--- src/rtl/fxp_round_sched.sv ---
// ---------------------------------------------------------------------------
// fxp_round_sched
//
// Shared front-end of the vector fixed-point rounding stage. Two requesters,
// the averaging-add unit (A) and the scaling-shift unit (B), compete for a
// single two-register pipeline. A burst that starts with last = 0 locks the
// arbiter to its owner until the owner's last beat is accepted. Without a
// lock, simultaneous requests alternate round-robin, and A wins after reset.
//
// Stage 1 captures the granted beat. Stage 2 (the output register) holds the
// beat after it has been shifted right by one bit, with vxrm rounding applied
// independently inside each SEW-wide lane.
//
// Ports:
//   clk, rst                 clock, asynchronous active-low reset
//   a_valid / a_ready        requester A handshake
//   a_sum, a_carry           pre-shift lane sums and per-byte carry bits
//   a_vxrm, a_sew            rounding mode and element width of the beat
//   a_last, a_tag            burst terminator and opaque requester tag
//   b_*                      same set for requester B
//   out_valid / out_ready    result handshake with full backpressure
//   out_data                 rounded packed result
//   out_tag, out_src,        tag, source (0 = A, 1 = B) and last flag of the
//   out_last                 beat currently presented
//   busy                     a stage holds a beat or a burst lock is held
// ---------------------------------------------------------------------------
module fxp_round_sched #(
    parameter int DATA_WIDTH = 64,
    parameter int TAG_WIDTH  = 4
) (
    input  logic                    clk,
    input  logic                    rst,

    input  logic                    a_valid,
    output logic                    a_ready,
    input  logic [DATA_WIDTH-1:0]   a_sum,
    input  logic [DATA_WIDTH/8-1:0] a_carry,
    input  logic [1:0]              a_vxrm,
    input  logic [1:0]              a_sew,
    input  logic                    a_last,
    input  logic [TAG_WIDTH-1:0]    a_tag,

    input  logic                    b_valid,
    output logic                    b_ready,
    input  logic [DATA_WIDTH-1:0]   b_sum,
    input  logic [DATA_WIDTH/8-1:0] b_carry,
    input  logic [1:0]              b_vxrm,
    input  logic [1:0]              b_sew,
    input  logic                    b_last,
    input  logic [TAG_WIDTH-1:0]    b_tag,

    output logic                    out_valid,
    input  logic                    out_ready,
    output logic [DATA_WIDTH-1:0]   out_data,
    output logic [TAG_WIDTH-1:0]    out_tag,
    output logic                    out_src,
    output logic                    out_last,

    output logic                    busy
);

    localparam int NUM_BYTES = DATA_WIDTH / 8;

    // Burst lock owner. LOCK_NONE means the round-robin arbiter is free.
    typedef enum logic [1:0] {
        LOCK_NONE = 2'd0,
        LOCK_A    = 2'd1,
        LOCK_B    = 2'd2
    } lock_t;

    lock_t                  lock_q;
    logic                   prefer_b_q;

    logic                   adv;
    logic                   grant_a;
    logic                   grant_b;
    logic                   accept_a;
    logic                   accept_b;
    logic                   accept;

    logic [DATA_WIDTH-1:0]  sel_sum;
    logic [NUM_BYTES-1:0]   sel_carry;
    logic [1:0]             sel_vxrm;
    logic [1:0]             sel_sew;
    logic                   sel_last;
    logic [TAG_WIDTH-1:0]   sel_tag;

    logic                   s1_valid;
    logic [DATA_WIDTH-1:0]  s1_sum;
    logic [NUM_BYTES-1:0]   s1_carry;
    logic [1:0]             s1_vxrm;
    logic [1:0]             s1_sew;
    logic                   s1_last;
    logic [TAG_WIDTH-1:0]   s1_tag;
    logic                   s1_src;

    logic [8:0]             v8;
    logic [16:0]            v16;
    logic [32:0]            v32;
    logic [64:0]            v64;
    logic [DATA_WIDTH-1:0]  res8;
    logic [DATA_WIDTH-1:0]  res16;
    logic [DATA_WIDTH-1:0]  res32;
    logic [DATA_WIDTH-1:0]  res64;
    logic [DATA_WIDTH-1:0]  round_data;

    // Rounding increment for a one-bit right shift: b0 is the bit shifted
    // out, b1 is the new least significant bit of the quotient.
    function automatic logic round_inc(input logic [1:0] mode,
                                       input logic       b1,
                                       input logic       b0);
        logic r;
        r = 1'b0;
        case (mode)
            2'b00:   r = b0;
            2'b01:   r = b0 & b1;
            2'b10:   r = 1'b0;
            default: r = b0 & ~b1;
        endcase
        return r;
    endfunction

    // The whole pipeline moves whenever the output register is empty or is
    // being drained this cycle.
    assign adv = ~out_valid | out_ready;

    // Grant selection. A held lock pins the grant to its owner even while the
    // owner is idle, so the other side cannot slip into the middle of a burst.
    // Without a lock a lone requester wins, and a tie goes to the side that
    // was not granted last. Nothing is granted while reset is asserted.
    always_comb begin
        grant_a = 1'b0;
        grant_b = 1'b0;
        if (rst && adv) begin
            case (lock_q)
                LOCK_A: grant_a = 1'b1;
                LOCK_B: grant_b = 1'b1;
                default: begin
                    if (a_valid && (!b_valid || !prefer_b_q)) begin
                        grant_a = 1'b1;
                    end else if (b_valid) begin
                        grant_b = 1'b1;
                    end
                end
            endcase
        end
    end

    assign a_ready  = grant_a & adv;
    assign b_ready  = grant_b & adv;
    assign accept_a = a_valid & a_ready;
    assign accept_b = b_valid & b_ready;
    assign accept   = accept_a | accept_b;

    // Steer the accepted requester's fields toward stage 1. At most one side
    // can be accepted in a cycle, so a two-way mux on accept_b is enough.
    always_comb begin
        sel_sum   = a_sum;
        sel_carry = a_carry;
        sel_vxrm  = a_vxrm;
        sel_sew   = a_sew;
        sel_last  = a_last;
        sel_tag   = a_tag;
        if (accept_b) begin
            sel_sum   = b_sum;
            sel_carry = b_carry;
            sel_vxrm  = b_vxrm;
            sel_sew   = b_sew;
            sel_last  = b_last;
            sel_tag   = b_tag;
        end
    end

    // Lock and round-robin state. Both only move on an accepted beat, so a
    // stalled pipeline leaves them untouched. After a grant to A the tie-break
    // favours B next, and vice versa.
    always_ff @(posedge clk or negedge rst) begin
        if (!rst) begin
            lock_q     <= LOCK_NONE;
            prefer_b_q <= 1'b0;
        end else if (accept) begin
            prefer_b_q <= accept_a;
            if (sel_last) begin
                lock_q <= LOCK_NONE;
            end else if (accept_b) begin
                lock_q <= LOCK_B;
            end else begin
                lock_q <= LOCK_A;
            end
        end
    end

    // Stage 1 register. It refills on every advance; a cycle that advances
    // without an accept leaves a bubble, marked by s1_valid = 0.
    always_ff @(posedge clk or negedge rst) begin
        if (!rst) begin
            s1_valid <= 1'b0;
            s1_sum   <= '0;
            s1_carry <= '0;
            s1_vxrm  <= '0;
            s1_sew   <= '0;
            s1_last  <= 1'b0;
            s1_tag   <= '0;
            s1_src   <= 1'b0;
        end else if (adv) begin
            s1_valid <= accept;
            if (accept) begin
                s1_sum   <= sel_sum;
                s1_carry <= sel_carry;
                s1_vxrm  <= sel_vxrm;
                s1_sew   <= sel_sew;
                s1_last  <= sel_last;
                s1_tag   <= sel_tag;
                s1_src   <= accept_b;
            end
        end
    end

    // Lane-local rounding of the stage 1 beat for every element width. Each
    // lane forms {carry, sum} from the carry bit of its most significant byte,
    // drops the low bit and adds the rounding increment. The sum is truncated
    // to the lane width, so a wrap never reaches the neighbouring lane. The
    // element width of the beat selects one of the four results.
    always_comb begin
        v8    = '0;
        v16   = '0;
        v32   = '0;
        v64   = '0;
        res8  = '0;
        res16 = '0;
        res32 = '0;
        res64 = '0;
        for (int i = 0; i < DATA_WIDTH / 8; i++) begin
            v8 = {s1_carry[i], s1_sum[i*8 +: 8]};
            res8[i*8 +: 8] = v8[8:1] + {7'd0, round_inc(s1_vxrm, v8[1], v8[0])};
        end
        for (int i = 0; i < DATA_WIDTH / 16; i++) begin
            v16 = {s1_carry[i*2+1], s1_sum[i*16 +: 16]};
            res16[i*16 +: 16] = v16[16:1] + {15'd0, round_inc(s1_vxrm, v16[1], v16[0])};
        end
        for (int i = 0; i < DATA_WIDTH / 32; i++) begin
            v32 = {s1_carry[i*4+3], s1_sum[i*32 +: 32]};
            res32[i*32 +: 32] = v32[32:1] + {31'd0, round_inc(s1_vxrm, v32[1], v32[0])};
        end
        for (int i = 0; i < DATA_WIDTH / 64; i++) begin
            v64 = {s1_carry[i*8+7], s1_sum[i*64 +: 64]};
            res64[i*64 +: 64] = v64[64:1] + {63'd0, round_inc(s1_vxrm, v64[1], v64[0])};
        end
        case (s1_sew)
            2'b00:   round_data = res8;
            2'b01:   round_data = res16;
            2'b10:   round_data = res32;
            default: round_data = res64;
        endcase
    end

    // Output register. It loads on the same advance as stage 1, so a drain
    // and a new accept in one cycle shift the pipeline with no bubble. While
    // stalled, every out_* field holds its value.
    always_ff @(posedge clk or negedge rst) begin
        if (!rst) begin
            out_valid <= 1'b0;
            out_data  <= '0;
            out_tag   <= '0;
            out_src   <= 1'b0;
            out_last  <= 1'b0;
        end else if (adv) begin
            out_valid <= s1_valid;
            out_data  <= round_data;
            out_tag   <= s1_tag;
            out_src   <= s1_src;
            out_last  <= s1_last;
        end
    end

    assign busy = s1_valid | out_valid | (lock_q != LOCK_NONE);

endmodule
--- config.mk ---
export PLATFORM = sky130hd
export DESIGN_NAME = fxp_round_sched
export DESIGN_NICKNAME = d
export VERILOG_FILES = /design/src/rtl/fxp_round_sched.sv
export SDC_FILE = /design/constraint.sdc
export NUM_CORES = 1
export LEC_CHECK = 0
export ABC_CLOCK_PERIOD_IN_PS = 4150
export CORE_ASPECT_RATIO = 2
export CORE_MARGIN = 5
export CORE_UTILIZATION = 40
export CTS_BUF_LIST = sky130_fd_sc_hd__clkbuf_16
export CTS_CLUSTER_SIZE = 30
export DETAILED_ROUTE_END_ITERATION = 7
export GPL_TIMING_DRIVEN = 0
export PLACE_DENSITY = 0.66
export SLEW_MARGIN = 30
export SYNTH_ARGS = -nofsm -noshare
export SYNTH_HDL_FRONTEND = slang
export SYNTH_SLANG_ARGS = --single-unit
export TNS_END_PERCENT = 10
--- constraint.sdc ---
create_clock -name clk -period 4.15 [get_ports clk]
set_input_delay 0.83 -clock clk [delete_from_list [all_inputs] [get_ports clk]]
set_output_delay 0.83 -clock clk [all_outputs]
set_load 0.03 [all_outputs]
### After elaboration in Yosys (flattened, before gate mapping)

Cells that the tools add are included.

| word-level totals | value |
|---|---|
| register bits | 157 |
| output and inout bits | 74 |
| word-level logic and storage cells | 102 |

| operators by class | value |
|---|---|
| $add $sub $neg | 15 |
| equal/unequal tests | 6 |
| muxes and demuxes | 24 |
| bitwise operators | 33 |
| reduce and logical (&&, ||, !) cells | 9 |

Operator list:

| cell | number |
|---|---|
| 64-bit one-hot mux with 3 select lines | 1 |
| 16-bit by 1-bit adder with 16-bit output | 4 |
| 32-bit by 1-bit adder with 32-bit output | 2 |
| 64-bit by 1-bit adder with 64-bit output | 1 |
| 8-bit by 1-bit adder with 8-bit output | 8 |
| 64-bit two-way mux | 1 |
| 1-bit one-hot mux with 3 select lines | 8 |
| 1-bit bitwise AND | 20 |
| 1-bit inverter | 9 |
| 2-bit two-way mux | 4 |
| 8-bit two-way mux | 1 |
| 2-bit by 1-bit equality test with 1-bit output, second input constant | 3 |
| 2-bit equality test, second input constant | 3 |
| 1-bit two-way mux | 6 |
| 2-bit logical NOT | 2 |
| 4-bit two-way mux | 1 |
| 1-bit OR | 4 |
| 1-bit one-hot mux with 2 select lines | 2 |
| 1-bit logical AND | 2 |
| 1-bit logical NOT | 2 |
| 2-bit AND reduction | 1 |
| 2-bit nonzero test | 1 |
| 1-bit logical OR | 1 |

### Logic depth before layout (Yosys ltp)

| depth | value |
|---|---|
| depth in word-level cells | 10 |
| depth in mapped cells | 13 |

### Worst setup path after synthesis

No wires, ideal clock.

| timing path | value |
|---|---|
| kind | reg-to-reg |
| start | register s1_vxrm[1] |
| end | register out_data[46] |
| library setup time | 0.136 ns |
| arrival time | 2.647 ns |
| data required time | 4.014 ns |
| path slack | 1.366 ns |
| cell stages (with the launch flop) | 12 |
| cell sequence | dfrtp_1 > clkbuf_1 > xnor2_1 > and2_1 > ha_1 > ha_1 > nand3_1 > nor4_2 > nand4_4 > xnor2_1 > a222oi_1 > o21ai_0 |

| on the way | value |
|---|---|
| cells in the longest elaborated chain, start to end | 4 |
| elaborated cells on any way between the ends | 11 |

RTL lines:

| element | line | source |
|---|---|---|
| start, declared | 91 | `logic [1:0] s1_vxrm;` |
| start signal, assigned | 210 | `s1_vxrm <= sel_vxrm;` |
| 2-bit equality test, or another cell as far along | 114 | `case (mode)` |
| 1-bit one-hot mux with 3 select lines | 114 |  |
| 64-bit by 1-bit adder with 64-bit output, or another cell as far along | 247 | `res64[i*64 +: 64] = v64[64:1] + {63'd0, round_inc(s1_vxrm, v64[1], v64[0])};` |
| 64-bit one-hot mux with 3 select lines * | 249 | `case (s1_sew)` |
| end signal, assigned | 269 | `out_data <= round_data;` |
| end, declared | 54 | `output logic [DATA_WIDTH-1:0] out_data,` |

Mark *: on every way between the ends. The rest lies on a longest branch, timed or not.
A chain may end at the register's enable or synchronous reset.

### Worst setup path in the final report

| timing path | value |
|---|---|
| start | register s1_vxrm[0] |
| end | register out_data[60] |

Same word-level chain as after synthesis.

==> metrics.md <==
| Metric | Value |
|---|---|
| PD cells | 822 nW/um^2 |
| Hold Path Class | input pin to asynchronous set/reset pin |
| Synth area leader | dfrtp_1 |
| Max Slew Vio Count | 0 |
| Clock transition at path regs | 0.07 ns |
| Post-Synth XOR/XNOR Area | 0.0889 |
| Yosys warning count | 0 |
| HPWL Detailed | 33,600 microns |
| Outcome | complete, but fails checks |
| Die width | 124 microns |
| Part of the cycle the worst path needs | 0.929 |
| First-pass GRT wire length | 64,900 microns |
| Hold Fails Final Rpt | 0 |
| Synth-to-layout area growth | 33.3% |
| Flop pwr share | 0.281 |
| Fin Clk Skew | 0.0119 ns |
| Inserted Clock Buffers | 17 |
| GRT Total Usage | 0.297 |
| CP Launch Type | flip-flop |
| GRT busiest layer | met2 |
| Ys flop type | dfrtp_1 |
| Post-synth EDFFs | 0 |
| Post-route insts no fill | 1,921 |
| Syn Nets | 1,494 |
| Routed WL | 43,500 microns |
| Max rail drop VDD | 0.524 mV |
| Final Wtd Congestion | 0.989 |
| Critical path's most frequent cell | xnor2_1 |
| Clock Sinks | 157 |
| Failing checks | DRC |
| CTS tree | yes |
| Starting DRT DRC Count | 714 |
| DRC Markers | 7 |
| Total of max-cap violations | 0 |
| Crit path required time | 4.44 ns |
| # IOs | 241 |
| Worst-Margin Slew | 0.997 ns |
| Count of cell types in the netlist | 65 |
| Placed Cells | 1,889 |
| FMAX | 0.259 GHz |
| Largest fanout on the critical path | 10 |
| Clock Power Share | 0.139 |
| CP cell instances | nor2b_1, xnor2_1, and2_1, ha_1, nand4_1, nor4_2, nand3_1, xnor2_1, a211oi_1, a311oi_1 |
| Largest family of logic cells by synthesized area | simple AND/OR/NAND/NOR gates |
| Clock buffer depth | 2 |
| Most frequent cells after synthesis | 281 x nand2_1, 165 x nor2_1, 157 x dfrtp_1 |
| Via count | 11.0k |
| Nets@finish | 1,753 |
| Post-Synth Simple-Gate Area | 0.293 |
| Fin crit period | 3.86 ns |
| # hold bufs at CTS | 0 |
| Adder-cell share of the synthesized area | 0.0230 |
| Met1 usage | 0.298 |
| Antenna viol nets, final | 0 |
| #FFs+latches synth | 157 |
| Die Y | 237 microns |
| Mux cell area share after synthesis | 0.0109 |
| Largest net degree at the start of global routing | 83 |
| Total Power | 11,300 uW |
| H-Tree Depth | 4 |
| Arr. time, crit path | 4.14 ns |
| Post-synth ARST share | 1.00 |
| Switch Pwr | 5600 uW |
| Setup CP Type | flip-flop to flip-flop |
| Vias in the first global route | 11.3k |
| Skew-Pair Late Insertion Delay | 0.46 ns |
| Syn Area/Cell | 7.91 sq um |
| Share of the synthesized area in the top cell type | 0.380 |
| Worst Setup End Kind | flip-flop |
| Rows | 83 |
| Seq/Total Area, Yosys | 0.380 |
| Total congestion overflow | 0 |
| Drt first pass iters | 8 |
| Power share of the combinational group | 0.580 |
| Mapped Cells | 1,308 |
| Drt via density | 5.75 |
| Core ar. | 25,700 sq um |
| Slew margin rel. | 0.333 |
| P_leak | 0.00539 uW |
| Avg WL per Cell | 22.7 microns |
| Die ar. | 29,400 sq um |
| Root Buffer | clkbuf_16 |
| Met2 Use GR | 0.548 |
| Most numerous cell in the Yosys netlist | nand2_1 |
| Complex-gate fraction of the synthesized area | 0.157 |
| Cell area after synthesis | 10,300 sq um |
| Share of cells above drive strength 1 | 0.0576 |
| Area contributors post-synth | dfrtp_1 38%, nand2_1 10%, nor2_1 6.0%, xnor2_1 5.6%, a31oi_1 5.0% |
| Switch share | 0.495 |
| Met3 usage | 0.0483 |
| CP max-delay cell | nor4_2 |
| Unrepaired setup endpoints after global routing | false |
| Initial antenna violation count | 0 |
| Starting Density | 0.403 |
| Setup Viol. Count Final | 0 |
| Buffer count from post-CTS setup fixing | 0 |
| Port bufs | 240 |
| Internal Power | 5730 uW |
| Worst path max stage delay | 0.79 ns |
power by group through the flow:
stage	registers (uW)	logic, uW	clock network (uW)
floorplan	3580	3530	0
global placement	3130	6480	0
detailed placement	3150	6560	0
CTS	3130	6590	1580
global route	3260	7120	1640
finish	3180	6570	1580
layout by cell type, fill, tap and decap left out, types with 7 or more instances in the layout:
cell type and n:
nand2_1 281, buf_2 31, o221ai_1 9, nor4_1 16, a21oi_1 46, nor4_2 7
buf_1 8, clkdlybuf4s50_1 239, o22ai_1 7, nor2_1 165, nand4_1 42, a221oi_1 9
inv_1 13, a31oi_1 83, xnor2_1 66, mux2i_1 9, ha_1 19, clkbuf_16 17
xor2_1 39, dfrtp_1 157, o21ai_0 41, o21ai_1 10, and2_1 9, nand3_1 35
and4_1 12, clkbuf_1 64, nor3_1 24, nor2b_1 12
layer usage:
metal	vias up	routed length (microns)
met5	-	0
met4	0	2960
met3	144	2380
met2	459	23700
met1	5335	14500
li1	5108	-
worst max-delay path: cells and delay by family, from the launching register on:
kind,cells,cell delay (ns)
AO/OA/AOI/OAI,2,0.52
XOR/XNOR,2,0.29
adder cells (fa/ha/maj),1,0.22
flip-flops,1,0.75
AND/OR/NAND/NOR,5,1.90
worst paths after layout:
check / start / end / slack (ns) / cells after the start
min in group clk: out_last / out_last / 0.47 / 2
max in group asynchronous: rst / out_data[58] / 2.93 / 2
worst max register to register: s1_vxrm[0] / out_data[60] / 0.29 / 10
worst min-delay path: rst / s1_sum[22] / 0.35 / 1
worst max-delay path: s1_vxrm[0] / out_data[60] / 0.29 / 10
worst min register to register: out_last / out_last / 0.47 / 2
flip-flops by register name (all words and copies together) (netlist names):
| name | count |
|---|---|
| lock_q | 2 |
| out_data | 64 |
| out_last | 1 |
| out_src | 1 |
| out_tag | 4 |
| out_valid | 1 |
| prefer_b_q | 1 |
| s1_carry | 8 |
| s1_last | 1 |
| s1_sew | 2 |
| s1_src | 1 |
| s1_sum | 64 |
| s1_tag | 4 |
| s1_valid | 1 |
| s1_vxrm | 2 |
layout make-up:
class	instances	area [sq um]
tap	340	425
timing repair buffer	241	2430
clock inverter	15	134
clock buffer	17	425
buffer	105	438
antenna	1	2.50
inverter	11	41.3
multi-input combinational	1034	5960
fill	2555	11900
sequential	157	3930
per-stage QoR:
step	setup TNS [ns]	utilization	hold WS (ns)	area, sq um	setup WS, ns
final	0	0.537	0.352	13800	0.293
after floorplan	0	-	0.446	10300	1.37
after global placement	-1201.61	0.514	0.452	13200	-5.99
after global routing	0	0.537	0.398	13800	0.152
after detailed placement	-0.0171	0.515	0.455	13200	-0.0171
after CTS	0	0.537	0.377	13800	0.181
what timing repair did:
item	CTS	global route
endpoints found under the hold margin	0	0
endpoints found under the setup margin	2	2
resized for setup	1	0
cell families (layout without fill, tap and decap cells):
| group | count (synthesis) | after routing |
|---|---|---|
| adders and majority gates | 19 | 19 |
| xor gates and xnor gates | 105 | 105 |
| DFF | 157 | 157 |
| muxes | 11 | 11 |
| buffers and inverters | 117 | 389 |
| other | 0 | 1 |
| AOI/OAI and AO/OA | 255 | 255 |
| and+or+nand+nor | 644 | 644 |
Note: power is estimated with default switching activity, not from simulation.
